<file path="config.mk">
export PLATFORM = sky130hd
export DESIGN_NAME = gemm_result_writer
export DESIGN_NICKNAME = d
export VERILOG_FILES = /design/src/rtl/gemm_pkg.sv /design/src/rtl/gemm_sync_fifo.sv /design/src/rtl/gemm_result_writer.sv
export SDC_FILE = /design/constraint.sdc
export NUM_CORES = 1
export LEC_CHECK = 0
export BUFFER_PORTS_ARGS = -buffer_cell sky130_fd_sc_hd__buf_2
export CORE_MARGIN = 3
export CORE_UTILIZATION = 55
export DETAILED_ROUTE_END_ITERATION = 7
export HOLD_SLACK_MARGIN = 0.15
export PLACE_DENSITY = 0.83
export SKIP_LAST_GASP = 1
export SYNTH_ARGS = -nofsm -noshare
export SYNTH_HDL_FRONTEND = slang
export SYNTH_SLANG_ARGS = --single-unit
</file>
<file path="constraint.sdc">
create_clock -name nice_clk -period 12.78 [get_ports nice_clk]
set_input_delay 1.278 -clock nice_clk [delete_from_list [all_inputs] [get_ports nice_clk]]
set_output_delay 1.278 -clock nice_clk [all_outputs]
set_load 0.05 [all_outputs]
</file>
<file path="src/rtl/gemm_pkg.sv">
// Shared types and helpers for the GEMM result write-back path.
package gemm_pkg;

  typedef enum logic [1:0] {
    ST_IDLE  = 2'd0,
    ST_RUN   = 2'd1,
    ST_DRAIN = 2'd2,
    ST_DONE  = 2'd3
  } state_e;

  localparam logic [1:0] ICB_SIZE_WORD = 2'b10;

  typedef struct packed {
    logic [31:0] addr;
    logic [31:0] data;
  } icb_wr_t;

  // Word address of element idx; wraps modulo 2^32.
  function automatic logic [31:0] word_addr(input logic [31:0] base, input logic [31:0] idx);
    return (base & ~32'h3) + (idx << 2);
  endfunction

endpackage

</file>
<file path="src/rtl/gemm_sync_fifo.sv">
// Synchronous FIFO with the head word held in an output register.
module gemm_sync_fifo #(
  parameter int unsigned WIDTH = 32,
  parameter int unsigned DEPTH = 4
) (
  input  logic                       clk,
  input  logic                       rst,
  input  logic                       push,
  input  logic [WIDTH-1:0]           wdata,
  input  logic                       pop,
  output logic [WIDTH-1:0]           rdata,
  output logic                       full,
  output logic                       empty,
  output logic [$clog2(DEPTH):0]     count
);

  localparam int unsigned AW = $clog2(DEPTH);
  localparam int unsigned CW = AW + 1;

  logic [WIDTH-1:0] mem_q [DEPTH];
  logic [WIDTH-1:0] mem_d [DEPTH];
  logic [AW-1:0]    wr_ptr_q, wr_ptr_d;
  logic [AW-1:0]    rd_ptr_q, rd_ptr_d;
  logic [CW-1:0]    count_q, count_d;
  logic [WIDTH-1:0] head_q, head_d;
  logic             push_ok, pop_ok;

  assign push_ok = push & (count_q != CW'(DEPTH));
  assign pop_ok  = pop & (count_q != '0);

  always_comb begin
    mem_d    = mem_q;
    wr_ptr_d = wr_ptr_q;
    rd_ptr_d = rd_ptr_q;
    head_d   = head_q;
    count_d  = count_q + CW'(push_ok) - CW'(pop_ok);
    if (push_ok) begin
      mem_d[wr_ptr_q] = wdata;
      wr_ptr_d        = wr_ptr_q + AW'(1);
    end
    if (pop_ok) begin
      rd_ptr_d = rd_ptr_q + AW'(1);
    end
    // Next head: incoming word when the FIFO would otherwise run dry, else the next stored entry.
    if (pop_ok) begin
      if (count_q == CW'(1)) head_d = wdata;
      else                   head_d = mem_q[rd_ptr_q + AW'(1)];
    end else if (count_q == '0) begin
      head_d = wdata;
    end
  end

  always_ff @(posedge clk or posedge rst) begin
    if (rst) begin
      for (int i = 0; i < int'(DEPTH); i++) mem_q[i] <= '0;
      wr_ptr_q <= '0;
      rd_ptr_q <= '0;
      count_q  <= '0;
      head_q   <= '0;
    end else begin
      mem_q    <= mem_d;
      wr_ptr_q <= wr_ptr_d;
      rd_ptr_q <= rd_ptr_d;
      count_q  <= count_d;
      head_q   <= head_d;
    end
  end

  assign rdata = head_q;
  assign full  = (count_q == CW'(DEPTH));
  assign empty = (count_q == '0);
  assign count = count_q;

endmodule

</file>
<file path="src/rtl/gemm_result_writer.sv">
// Buffers GEMM result words and writes them over ICB to dst_base_addr + 4*index,
// tracking outstanding responses and reporting done/err for the NICE response.
module gemm_result_writer
  import gemm_pkg::*;
#(
  parameter int unsigned FIFO_DEPTH = 4,
  parameter int unsigned MAX_OUTS   = 2,
  parameter int unsigned DIM_W      = 16
) (
  input  logic             nice_clk,
  input  logic             nice_rst,
  input  logic             start,
  input  logic [31:0]      dst_base_addr,
  input  logic [DIM_W-1:0] lhs_rows,
  input  logic [DIM_W-1:0] rhs_cols,
  input  logic             res_valid,
  output logic             res_ready,
  input  logic [31:0]      res_data,
  output logic             nice_icb_cmd_valid,
  input  logic             nice_icb_cmd_ready,
  output logic [31:0]      nice_icb_cmd_addr,
  output logic             nice_icb_cmd_read,
  output logic [31:0]      nice_icb_cmd_wdata,
  output logic [1:0]       nice_icb_cmd_size,
  output logic             nice_mem_holdup,
  input  logic             nice_icb_rsp_valid,
  output logic             nice_icb_rsp_ready,
  input  logic             nice_icb_rsp_err,
  output logic             busy,
  output logic             done,
  output logic             err
);

  localparam int unsigned TW = 2 * DIM_W;
  localparam int unsigned CW = $clog2(FIFO_DEPTH) + 1;
  localparam int unsigned OW = 3;

  state_e        state_q, state_d;
  logic [TW-1:0] total_q, total_d;
  logic [TW-1:0] acc_q, acc_d;
  logic [TW-1:0] widx_q, widx_d;
  logic [31:0]   base_q, base_d;
  logic [31:0]   addr_q, addr_d;
  logic [OW-1:0] outs_q, outs_d;
  logic          err_q, err_d;
  logic          done_q, done_d;
  logic          busy_q, busy_d;
  logic          hold_q, hold_d;
  logic          rdy_q, rdy_d;
  logic          cvld_q, cvld_d;

  logic [CW-1:0] fifo_cnt, fifo_cnt_d;
  logic          fifo_full, fifo_empty;
  logic [31:0]   fifo_head;
  logic          push, pop, rsp_acc, rsp_orphan;
  logic [TW-1:0] job_total;
  icb_wr_t       cmd_pl;

  assign push       = res_valid & rdy_q & ~fifo_full;
  assign pop        = cvld_q & nice_icb_cmd_ready & ~fifo_empty;
  assign rsp_acc    = nice_icb_rsp_valid & (state_q != ST_IDLE) & (outs_q != '0);
  assign rsp_orphan = nice_icb_rsp_valid & (state_q != ST_IDLE) & (outs_q == '0);
  assign job_total  = TW'(lhs_rows) * TW'(rhs_cols);

  gemm_sync_fifo #(
    .WIDTH (32),
    .DEPTH (FIFO_DEPTH)
  ) u_fifo (
    .clk   (nice_clk),
    .rst   (nice_rst),
    .push  (push),
    .wdata (res_data),
    .pop   (pop),
    .rdata (fifo_head),
    .full  (fifo_full),
    .empty (fifo_empty),
    .count (fifo_cnt)
  );

  always_comb begin
    state_d    = state_q;
    total_d    = total_q;
    base_d     = base_q;
    acc_d      = acc_q + TW'(push);
    widx_d     = widx_q + TW'(pop);
    outs_d     = outs_q + OW'(pop) - OW'(rsp_acc);
    err_d      = err_q | rsp_orphan | (rsp_acc & nice_icb_rsp_err);
    fifo_cnt_d = fifo_cnt + CW'(push) - CW'(pop);

    unique case (state_q)
      ST_IDLE: begin
        if (start) begin
          base_d  = dst_base_addr;
          total_d = job_total;
          acc_d   = '0;
          widx_d  = '0;
          err_d   = 1'b0;
          state_d = (job_total == '0) ? ST_DONE : ST_RUN;
        end
      end
      ST_RUN:   if (acc_d == total_q) state_d = ST_DRAIN;
      ST_DRAIN: if ((widx_d == total_q) && (outs_d == '0)) state_d = ST_DONE;
      ST_DONE:  state_d = ST_IDLE;
      default:  state_d = ST_IDLE;
    endcase

    // Outputs are registered from next-state values so they line up with the state they describe.
    rdy_d  = (state_d == ST_RUN) && (fifo_cnt_d != CW'(FIFO_DEPTH)) && (acc_d < total_d);
    cvld_d = (fifo_cnt_d != '0) && (outs_d < OW'(MAX_OUTS));
    addr_d = word_addr(base_d, 32'(widx_d));
    done_d = (state_d == ST_DONE);
    busy_d = (state_d == ST_RUN) || (state_d == ST_DRAIN);
    hold_d = (state_d != ST_IDLE);
  end

  always_ff @(posedge nice_clk or posedge nice_rst) begin
    if (nice_rst) begin
      state_q <= ST_IDLE;
      total_q <= '0;
      acc_q   <= '0;
      widx_q  <= '0;
      base_q  <= '0;
      addr_q  <= '0;
      outs_q  <= '0;
      err_q   <= 1'b0;
      done_q  <= 1'b0;
      busy_q  <= 1'b0;
      hold_q  <= 1'b0;
      rdy_q   <= 1'b0;
      cvld_q  <= 1'b0;
    end else begin
      state_q <= state_d;
      total_q <= total_d;
      acc_q   <= acc_d;
      widx_q  <= widx_d;
      base_q  <= base_d;
      addr_q  <= addr_d;
      outs_q  <= outs_d;
      err_q   <= err_d;
      done_q  <= done_d;
      busy_q  <= busy_d;
      hold_q  <= hold_d;
      rdy_q   <= rdy_d;
      cvld_q  <= cvld_d;
    end
  end

  assign cmd_pl             = '{addr: addr_q, data: fifo_head};
  assign res_ready          = rdy_q;
  assign nice_icb_cmd_valid = cvld_q;
  assign nice_icb_cmd_addr  = cmd_pl.addr;
  assign nice_icb_cmd_wdata = cmd_pl.data;
  assign nice_icb_cmd_read  = 1'b0;
  assign nice_icb_cmd_size  = ICB_SIZE_WORD;
  assign nice_icb_rsp_ready = 1'b1;
  assign nice_mem_holdup    = hold_q;
  assign busy               = busy_q;
  assign done               = done_q;
  assign err                = err_q;

endmodule

</file>
==> impl_results.md <==
- Status: complete, no violations
- Met3 wire length: 3.76 mm
- Worst slack at placement: 3820 ps
- Final hold vios: 0
- Worst reg-to-reg path cell count: 20
- WL per Instance: 18.5 um
- Crit path max fanout: 16
- Worst Setup EP: res_ready
- Clock slew seen by the registers of the worst setup and hold paths: 60 ps
- Hpwl dp: 47.3 mm
- Largest net degree at the start of global routing: 115
- Fmax: 117 MHz
- Inserted Diodes: 0
- Die Area: 50700 um^2
- P_leak: 0.0141 uW
- Hold Path Class: reg -> reg
- Die Span Y: 225 um
- Seq/Total Area, Yosys: 31.6%
- Critical path endpoint category: flop
- Simple-gate share of the synthesized area: 16.2%
- I/O Buffers: 168
- Ports: 177
- Setup Buffers After CTS: 0
- Post-layout util: 61.5%
- Worst r2r src: u_fifo.count[1]
- Antenna viol nets, final: 0
- Die W: 225 um
- DRT Pass-1 Iters: 6
- Core area: 47000 um^2
- Max capacitance violation total: 0
- Worst setup SP type: input pin
- Post-Synth Adder-Cell Area: 23.6%
- Clk Latency, worst-skew pair: 530 ps
- Crit path launch: lhs_rows[9]
- Area Overhead vs Synth: 9.28%
- CP Data Arrival Time: 8950 ps
- Library cells used by synthesis: 93
- Detailed Route WL: 63.3 mm
- Final period util: 67.0%
- Actual slew at the worst max-slew pin: 1060 ps
- Setup WS post-layout: 4220 ps
- RSZ-0062 raised after global routing: false
- Antenna violations before repair: 2
- Layout cells sized above 1: 15.9%
- Mux share of post-synthesis cell area: 8.57%
- Met1 WL: 25.1 mm
- Final Skew: 18.0 ps
- Post-CTS Resized: 0
- Synthesized area per cell: 9.87 um^2
- Main combinational cell family by area after synthesis: adder cells
- Effective utilization at floorplan: 56.3%
- Initial DRC count: 1467
- Xor/xnor share of the synthesized area: 5.85%
- Cell Rows: 79
- Vias/cell: 5.84
- H-tree level count: 2
- CTS tree: yes
- Metal2 WL: 32.4 mm
- Post-synth EDFFs: 0
- Type of the worst setup path: in -> reg
- CTS sink cnt: 334
- Via count: 19951
- R2r setup slk: 6900 ps
- Final setup fails: 0
- Slew margin rel.: 29.0%
- Async SR Flop Fraction: 100%
- VDD IR max: 0.373 mV
- Syn Std Cell Area: 26400 um^2
- Pins Over Slew Limit: 0
- Yosys warnings: 0
- PwrDens: 265 nW/um^2
- Cts bufs inserted: 37
- Gate Count Post-Synth: 2675
- Tot GR Track Use: 25.1%
- Nets: 3266
- Congestion Overflow GR: 0
- Gp weighted congestion: 0.946
- Vias in the first global route: 21108
- Worst r2r dst: nice_icb_cmd_addr[31]
- Setup TNS: 0 ps
- Top FF cell, synth: dfrtp_1
- Global-route wire length before repair: 104 mm
- Synth Area in Compound Gates: 7.91%
- Hold Buf Count CTS: 0
- CTS root buf: clkbuf_16
- CTS max path bufs: 3
- Critical path required time: 13170 ps
- Max Used Layer: met5
- Crit path time final: 8560 ps
- FF+latch count, synth: 334
- # DRC: 0
-- area by class of cell --
| class | instances | area [um^2] |
|---|---|---|
| multi-input cells | 1922 | 16400 |
| clock buffers | 51 | 1080 |
| repair buffers | 180 | 931 |
| inverters | 309 | 1170 |
| well taps | 607 | 759 |
| flip-flops and latches | 334 | 8360 |
| clock inverters | 15 | 129 |
| fillers | 3609 | 18100 |
-- where the power goes --
group	switching (uW)	internal [uW]	total (uW)	leakage, uW
sequential	280	1440	1720	0.00415
combinational	2860	2040	4900	0.00932
clock	427	615	1040	0.000606
-- synth_stat cells (all sizes together), types with 6 or more instances --
cell | count | area share, %
nand3 | 37 | 0.77
o31ai | 6 | 0.17
buf | 39 | 0.77
inv | 309 | 4.4
clkbuf | 75 | 1.1
or2 | 7 | 0.17
o21ai | 54 | 1.0
nor4 | 17 | 0.46
nand2 | 342 | 4.9
and2 | 128 | 3.0
mux4 | 32 | 2.7
fa | 198 | 15
xor2 | 65 | 2.2
a31oi | 18 | 0.43
a21oi | 58 | 1.1
nand4 | 34 | 0.91
and4 | 6 | 0.21
xnor2 | 108 | 3.6
o21a | 27 | 0.77
a211oi | 9 | 0.26
nor2b | 19 | 0.47
nor3 | 27 | 0.55
a21o | 30 | 0.85
mux2i | 9 | 0.34
dfrtp | 334 | 32
nor3b | 9 | 0.26
nand2b | 11 | 0.26
o21bai | 6 | 0.17
nor2 | 203 | 3.0
a221oi | 6 | 0.25
mux2 | 129 | 5.5
ha | 181 | 8.6
and3 | 27 | 0.70
o22ai | 35 | 0.83
-- cells by family (layout without fill, tap and decap cells) --
kind of cell,after synthesis,after routing
buffers and inverters,423,555
multiplexers,170,170
XOR/XNOR,174,174
other,2,6
AO/OA/AOI/OAI,308,308
flip-flops,334,334
adder cells (fa/ha/maj),379,379
AND/OR/NAND/NOR,885,885
-- sequential cells by signal, indices dropped and copies added, names as in the netlist --
name	flops
res_ready	1
nice_icb_cmd_addr	30
widx_q	32
total_q	32
nice_mem_holdup	1
busy	1
base_q	30
state_q	2
u_fifo.rdata	32
u_fifo.wr_ptr_q	2
u_fifo.mem_q	128
outs_q	3
nice_icb_cmd_valid	1
done	1
err	1
u_fifo.count	3
acc_q	32
u_fifo.rd_ptr_q	2
-- cells in the final DEF (no fill, tap or decap), types with 6 or more instances in the layout --
| master | instances |
|---|---|
| nand2_1 | 337 |
| dfrtp_1 | 333 |
| inv_1 | 308 |
| nor2_1 | 200 |
| fa_1 | 198 |
| ha_1 | 181 |
| buf_2 | 168 |
| mux2_2 | 129 |
| and2_1 | 127 |
| xnor2_1 | 107 |
| xor2_1 | 65 |
| a21oi_1 | 58 |
| o21ai_0 | 52 |
| clkbuf_16 | 38 |
| nand3_1 | 35 |
| o22ai_1 | 35 |
| mux4_2 | 32 |
| nand4_1 | 31 |
| a21o_1 | 30 |
| o21a_1 | 27 |
| nor3_1 | 25 |
| and3_1 | 23 |
| a31oi_1 | 18 |
| nor2b_1 | 17 |
| nor4_1 | 16 |
| buf_4 | 12 |
| nand2b_1 | 11 |
| clkinv_2 | 11 |
| mux2i_1 | 9 |
| nor3b_1 | 9 |
| a211oi_1 | 9 |
| clkbuf_8 | 8 |
| or2_2 | 7 |
| o21bai_1 | 6 |
| o31ai_1 | 6 |
| conb_1 | 6 |
-- worst min-delay path by stage --
| stage | slack, ps | startpoint | cells after the start | to |
|---|---|---|---|---|
| 3_5_place_dp | 470 | base_q[23] | 2 | base_q[23] |
| 6_report | 480 | base_q[5] | 2 | base_q[5] |
| 5_1_grt | 510 | base_q[9] | 2 | base_q[9] |
| 3_3_place_gp | 460 | err | 2 | err |
| 4_1_cts | 480 | base_q[5] | 2 | base_q[5] |
| 2_1_floorplan | 440 | base_q[4] | 2 | base_q[4] |
-- per-layer routing --
| layer | track usage, % | vias to the layer above |
|---|---|---|
| li1 | - | 9076 |
| met1 | 31.6 | 10009 |
| met2 | 44.6 | 686 |
| met3 | 3.67 | 176 |
| met4 | 8.63 | 4 |
| met5 | 0 | - |
-- through the flow --
stage / hold WS, ps / instances / area (um^2) / power, uW
2_1_floorplan: 444 / 2679 / 26400 / 5440
3_3_place_gp: 461 / 3352 / 27700 / 6370
3_5_place_dp: 467 / 3352 / 27700 / 6580
4_1_cts: 484 / 3418 / 28900 / 7670
5_1_grt: 508 / 3418 / 28900 / 8330
6_report: 482 / 3418 / 28900 / 7660
-- critical path: stages --
cell	delay (ps)
buf_2	350
nand2_1	160
fa_1	540
fa_1	470
fa_1	530
fa_1	540
inv_1	50
fa_1	500
inv_1	60
fa_1	530
inv_1	40
ha_1	390
a211oi_1	360
o21bai_1	150
o22ai_1	470
a31oi_1	240
a221oi_1	430
o21bai_1	100
a21oi_1	180
xor2_1	310
o21a_1	160
ha_1	240
nand4_1	130
nor2_1	80
o21ai_0	90
o2111ai_1	180
a31oi_1	370
(Power assumes the default switching activity.)
